[config.mk]
export PLATFORM = sky130hd
export DESIGN_NAME = add_pipe
export DESIGN_NICKNAME = d
export VERILOG_FILES = /design/src/rtl/add_pipe_pkg.sv /design/src/rtl/add_pipe_cla4.sv /design/src/rtl/add_pipe.sv
export SDC_FILE = /design/constraint.sdc
export NUM_CORES = 1
export LEC_CHECK = 0
export ABC_AREA = 1
export BUFFER_PORTS_ARGS = -buffer_cell sky130_fd_sc_hd__buf_2
export CAP_MARGIN = 20
export CORE_UTILIZATION = 35
export CTS_CLUSTER_SIZE = 10
export DETAILED_ROUTE_END_ITERATION = 12
export GPL_ROUTABILITY_DRIVEN = 0
export MAX_ROUTING_LAYER = met4
export PLACE_DENSITY_LB_ADDON = 0.25
export SYNTH_ARGS = -nofsm -noshare
export SYNTH_HDL_FRONTEND = slang
export SYNTH_HIERARCHICAL = 1
export SYNTH_SLANG_ARGS = --single-unit
export TNS_END_PERCENT = 10
[constraint.sdc]
create_clock -name clk -period 1.4 [get_ports clk]
set_clock_uncertainty 0.15 [all_clocks]
set_input_delay 0.21 -clock clk [delete_from_list [all_inputs] [get_ports clk]]
set_output_delay 0.21 -clock clk [all_outputs]
set_load 0.02 [all_outputs]
[src/rtl/add_pipe_pkg.sv]
// Shared constants, result type and carry helper for the pipelined
// carry-lookahead adder.
package add_pipe_pkg;

    localparam int unsigned SLICE_W    = 4;
    localparam int unsigned MAX_SLICES = 8;
    localparam int unsigned MAX_W      = SLICE_W * MAX_SLICES;

    // Sized for the widest legal configuration; narrower builds use the low bits.
    typedef struct packed {
        logic [MAX_W-1:0] sum;
        logic             cout;
        logic             ovf;
    } add_res_t;

    // Carry into bit 3 of a 4-bit slice, rebuilt from the lower P/G terms.
    function automatic logic msb_carry(
        input logic [2:0] a,
        input logic [2:0] b,
        input logic       cin
    );
        logic [2:0] p;
        logic [2:0] g;
        p = a ^ b;
        g = a & b;
        return g[2]
             | (p[2] & g[1])
             | (p[2] & p[1] & g[0])
             | (p[2] & p[1] & p[0] & cin);
    endfunction

endpackage

[src/rtl/add_pipe_cla4.sv]
// Existing 4-bit carry-lookahead slice: one combinational add of a/b/cin.
module cla4
    import add_pipe_pkg::*;
(
    input  logic [SLICE_W-1:0] a,
    input  logic [SLICE_W-1:0] b,
    input  logic               cin,
    output logic [SLICE_W-1:0] s,
    output logic               cout
);

    logic [SLICE_W-1:0] p;
    logic [SLICE_W-1:0] g;
    logic               c1;
    logic               c2;
    logic               c3;

    assign p = a ^ b;
    assign g = a & b;

    assign c1   = g[0] | (p[0] & cin);
    assign c2   = g[1] | (p[1] & g[0]) | (p[1] & p[0] & cin);
    assign c3   = g[2] | (p[2] & g[1]) | (p[2] & p[1] & g[0])
                | (p[2] & p[1] & p[0] & cin);
    assign cout = g[3] | (p[3] & g[2]) | (p[3] & p[2] & g[1])
                | (p[3] & p[2] & p[1] & g[0])
                | (p[3] & p[2] & p[1] & p[0] & cin);

    assign s = p ^ {c3, c2, c1, cin};

endmodule

[src/rtl/add_pipe.sv]
// Pipelined adder: one CLA4 slice per register stage, ripple carry registered
// between stages, valid/ready handshake with a global stall.
module add_pipe
    import add_pipe_pkg::*;
#(
    parameter int unsigned NUM_SLICES = 4
) (
    input  logic                          clk,
    input  logic                          rst_n,
    input  logic                          in_valid,
    output logic                          in_ready,
    input  logic [SLICE_W*NUM_SLICES-1:0] a,
    input  logic [SLICE_W*NUM_SLICES-1:0] b,
    input  logic                          cin,
    output logic                          out_valid,
    input  logic                          out_ready,
    output logic [SLICE_W*NUM_SLICES-1:0] sum,
    output logic                          cout,
    output logic                          ovf,
    output logic                          busy
);

    localparam int unsigned W    = SLICE_W * NUM_SLICES;
    localparam int unsigned LAST = NUM_SLICES - 1;

    logic                  advance;

    logic [NUM_SLICES-1:0] vld_q;
    logic [NUM_SLICES-1:0] c_q;
    logic [W-1:0]          a_q [NUM_SLICES];
    logic [W-1:0]          b_q [NUM_SLICES];
    logic [W-1:0]          s_q [NUM_SLICES];
    logic                  ovf_q;

    logic [NUM_SLICES-1:0] vld_d;
    logic [NUM_SLICES-1:0] c_d;
    logic [W-1:0]          a_d [NUM_SLICES];
    logic [W-1:0]          b_d [NUM_SLICES];
    logic [W-1:0]          s_d [NUM_SLICES];
    logic                  ovf_d;

    logic [NUM_SLICES-1:0] ci;
    logic [W-1:0]          sp  [NUM_SLICES];
    logic [SLICE_W-1:0]    slice_s [NUM_SLICES];
    logic                  msb_c;

    add_res_t              res;
    logic                  unused_ok;

    assign advance  = !vld_q[LAST] || out_ready;
    assign in_ready = advance;

    // Operands travel whole; stage k fills its own slice of the partial sum.
    for (genvar k = 0; k < NUM_SLICES; k++) begin : g_stage
        if (k == 0) begin : g_head
            assign a_d[k]   = a;
            assign b_d[k]   = b;
            assign ci[k]    = cin;
            assign sp[k]    = '0;
            assign vld_d[k] = in_valid;
        end else begin : g_body
            assign a_d[k]   = a_q[k-1];
            assign b_d[k]   = b_q[k-1];
            assign ci[k]    = c_q[k-1];
            assign sp[k]    = s_q[k-1];
            assign vld_d[k] = vld_q[k-1];
        end

        cla4 u_cla4 (
            .a    (a_d[k][SLICE_W*k +: SLICE_W]),
            .b    (b_d[k][SLICE_W*k +: SLICE_W]),
            .cin  (ci[k]),
            .s    (slice_s[k]),
            .cout (c_d[k])
        );

        assign s_d[k] = sp[k] | (W'(slice_s[k]) << (SLICE_W * k));
    end

    assign msb_c = msb_carry(a_d[LAST][W-2 -: 3], b_d[LAST][W-2 -: 3], ci[LAST]);
    assign ovf_d = msb_c ^ c_d[LAST];

    always_ff @(posedge clk or negedge rst_n) begin
        if (!rst_n) begin
            vld_q <= '0;
            c_q   <= '0;
            ovf_q <= 1'b0;
            for (int unsigned k = 0; k < NUM_SLICES; k++) begin
                a_q[k] <= '0;
                b_q[k] <= '0;
                s_q[k] <= '0;
            end
        end else if (advance) begin
            vld_q <= vld_d;
            c_q   <= c_d;
            ovf_q <= ovf_d;
            for (int unsigned k = 0; k < NUM_SLICES; k++) begin
                a_q[k] <= a_d[k];
                b_q[k] <= b_d[k];
                s_q[k] <= s_d[k];
            end
        end
    end

    always_comb begin
        res             = '0;
        res.sum[W-1:0]  = s_q[LAST];
        res.cout        = c_q[LAST];
        res.ovf         = ovf_q;
    end

    assign sum       = res.sum[W-1:0];
    assign cout      = res.cout;
    assign ovf       = res.ovf;
    assign out_valid = vld_q[LAST];
    assign busy      = |vld_q;

    // Final-stage operand copies have no consumer.
    assign unused_ok = ^{a_q[LAST], b_q[LAST], res.sum};

endmodule

==> results.sh <==
export IMPL_total_power_uw=13100
export IMPL_die_ar_sq_um=13200
export IMPL_worstRegToRegCells=9
export IMPL_synthToLayoutAreaGrowth_pct=34.7
export IMPL_via_count=3535
export IMPL_slew_limit_headroom_pct=79.7
export IMPL_design_core_area_sq_um=12200
export IMPL_die_width_um=115
export IMPL_r2r_end="sum[14]$_DFFE_PN0P_"
export IMPL_grt_first_pass_wirelength_um=16300
export IMPL_synth_lib_cells_used_distinct=23
export IMPL_yosys_warnings=6
export IMPL_drt_drc_violations_left=0
export IMPL_grt_setup_unrepaired="true"
export IMPL_post_route_period_util_pct=113
export IMPL_synth_top_area_share_pct=54.6
export IMPL_instances_no_fill=798
export IMPL_worst_ep_required_time_ps=1480
export IMPL_syn_mean_instance_area_sq_um=8.65
export IMPL_global_route_usage_over_all_layers_pct=16.3
export IMPL_number_of_synthesized_register_bits=97
export IMPL_cts_made_buffers=9
export IMPL_synth_largest_area_cell="dfrtp_1"
export IMPL_cts_root_buf="clkbuf_16"
export IMPL_leakage_uw=0.00312
export IMPL_end_kind="flop"
export IMPL_number_of_global_route_vias_before_repair=3620
export IMPL_worst_setup_path_start_kind="flop"
export IMPL_insertion_delay_ps=350
export IMPL_n_antenna_cell=0
export IMPL_fin_nets=685
export IMPL_grt_start_max_net_pins=50
export IMPL_area_contributors_post_synth="dfrtp_1 (55%), nand2_1 (18%), ha_1 (5.3%), inv_1 (4.6%), o21ai_0 (4.2%)"
export IMPL_place_port_buffers=57
export IMPL_timing_max_cap_violations=0
export IMPL_post_route_cells_drive_above_1_share_pct=23.5
export IMPL_via_per_inst=4.43
export IMPL_tritoncts_num_sinks=97
export IMPL_postSynth_topFlopCell="dfrtp_1"
export IMPL_hp_start="out_ready"
export IMPL_htreeDepth=3
export IMPL_routedWlPerCell_um=11.5
export IMPL_dp_hpwl_um=6100
export IMPL_grt_ovfl_total=0
export IMPL_setup_viol_count_final=9
export IMPL_synth_top_cells_by_count="nand2_1 (210), dfrtp_1 (97), inv_1 (54)"
export IMPL_critical_path_class="reg2reg"
export IMPL_antenna_violation_net_count_after_detailed_routing=0
export IMPL_outcome="finished with violations"
export IMPL_floorplan_rows=40
export IMPL_floorplan_io_pins=58
export IMPL_drt_first_pass_iters=4
export IMPL_fin_crit_ps=1580
export IMPL_tritoncts_clock_tree="yes"
export IMPL_synth_async_sr_flop_share_pct=100
export IMPL_ff2ff_setup_slack_ps=-180
export IMPL_startpoint="b_d[13]$_DFFE_PN0P_"
export IMPL_post_synth_top_count_cell="nand2_1"
export IMPL_synth_edf_count=0
export IMPL_synth_cell_area_sq_um=4450
export IMPL_antenna_found_initial=0
export IMPL_failed_checks="setup timing"
export IMPL_path_max_fanout=3
export IMPL_wirelength_um=9190
export IMPL_fp_dieH_um=115
export IMPL_worst_slew_pin_slew_ps=304
export IMPL_worst_hold_path_type="in2reg"
export IMPL_floorplan_initialDensity_pct=36.4
export IMPL_max_clock_path_buffers=2
export IMPL_cts_reportedPaths_clkPinSlew_ps=70
export IMPL_dpl_cell_count=747
export IMPL_timing_max_transition_violations_final=0
export IMPL_fin_hold_viols=0
export IMPL_vdd_ir_drop_worst_mv=0.781
export IMPL_power_density_nw_per_um2=2190
export IMPL_finalWorstSetupSlack_ps=-178
export IMPL_hold_depth=4
export IMPL_first_iter_violations=215
export IMPL_number_of_instances_in_the_synthesized_netlist=514
export IMPL_worst_r2r_startpoint="b_d[13]$_DFFE_PN0P_"
export IMPL_timing_hold_worst_endpoint="s_q[27]$_DFFE_PN0P_"
export IMPL_portion_of_the_post_synthesis_area_used_by_sequential_elements_pct=54.6
export IMPL_fmax_mhz=634
export IMPL_crit_arrival_ps=1660
export IMPL_final_util_pct=49.1
export IMPL_synth_nets=574
export IMPL_layout_filler_cell_count=1217
-- critical path, cell delays in order, from the launching register on --
cell and delay (ps):
dfrtp_1 410, ha_4 280, nand2_4 80, nand3_4 90, buf_4 150, buf_6 100
nand2_2 50, nand2_2 50, nand2_1 50, nand2_1 40
-- layout make-up --
type	count	area, sq um	share of cell area, %
timing repair buffer	120	941	15.7
inverter	56	218	3.63
sequential	97	2430	40.6
tap	168	210	3.51
clock buffer	12	267	4.45
multi-input combinational	341	1880	31.3
clock inverter	4	50.0	0.835
-- cell usage in the layout, fill, tap and decap left out, drive strengths merged --
cell	n
xnor2	2
nand4	9
xor2	2
clkbuf	12
inv	56
buf	94
bufinv	1
o21ai	57
clkinvlp	2
dlygate4sd3	26
nor2	8
a21oi	6
dfrtp	97
clkinv	1
fa	4
ha	19
or2	4
nand2	212
nand3	18
-- per-layer routing --
metal | routed length, um | GRT usage, % | share of wire [%]
met1 | 4440 | 20.3 | 48
met2 | 4300 | 26.1 | 47
met3 | 325 | 4.38 | 3.5
met4 | 121 | 5.02 | 1.3
met5 | 0 | - | 0
-- where the power goes --
part	switching [uW]	total, uW	leakage, uW	internal (uW)
logic	3260	5890	0.00179	2630
clock network	1040	2570	0.000151	1530
registers	684	4690	0.00118	4000
total	4980	13100	0.00312	8170
-- sequential cells by signal, summed over array words and instances, names as in the netlist --
name / cells
ovf: 1
c_q: 4
a_d: 24
s_q: 24
vld_q: 4
b_d: 24
sum: 16
-- what timing repair did --
action / in CTS / in global routing
pin swaps: 15 / 10
resized for setup: 26 / 35
endpoints found under the hold margin: 122 / 0
hold buffers: 26 / 0
cloned: 0 / 0
setup buffers: 5 / 4
setup endpoints to repair: 15 / 58
-- kinds of logic (layout without fill, tap and decap cells) --
family	after synthesis	count (layout)	share of synthesized area [%]
AND/OR/NAND/NOR	251	251	22.9
flip-flops	97	97	54.6
buffers and inverters	76	192	7.51
AO/OA/AOI/OAI	63	63	7.09
adder cells (fa/ha/maj)	23	23	7.14
XOR/XNOR	4	4	0.788
-- per-stage QoR --
step                      setup TNS (ps)  hold WS, ps  cell area (sq um)  setup slack (ps)
after global placement              -561         74.2               5120              -118
final                               -860          134               5990              -178
after floorplan                     -401         -236               4460              -102
after detailed placement            -881         77.3               5120              -171
after global routing               -2130          143               5990              -242
after CTS                           -881          108               5840              -116
-- how the worst max path moves through the flow --
stage / end / cells past startpoint
after floorplan: ovf$_DFFE_PN0P_ / 9
after global placement: ovf$_DFFE_PN0P_ / 9
after detailed placement: ovf$_DFFE_PN0P_ / 9
after CTS: ovf$_DFFE_PN0P_ / 9
after global routing: ovf$_DFFE_PN0P_ / 9
final: sum[14]$_DFFE_PN0P_ / 9
(Power assumes the default switching activity.)
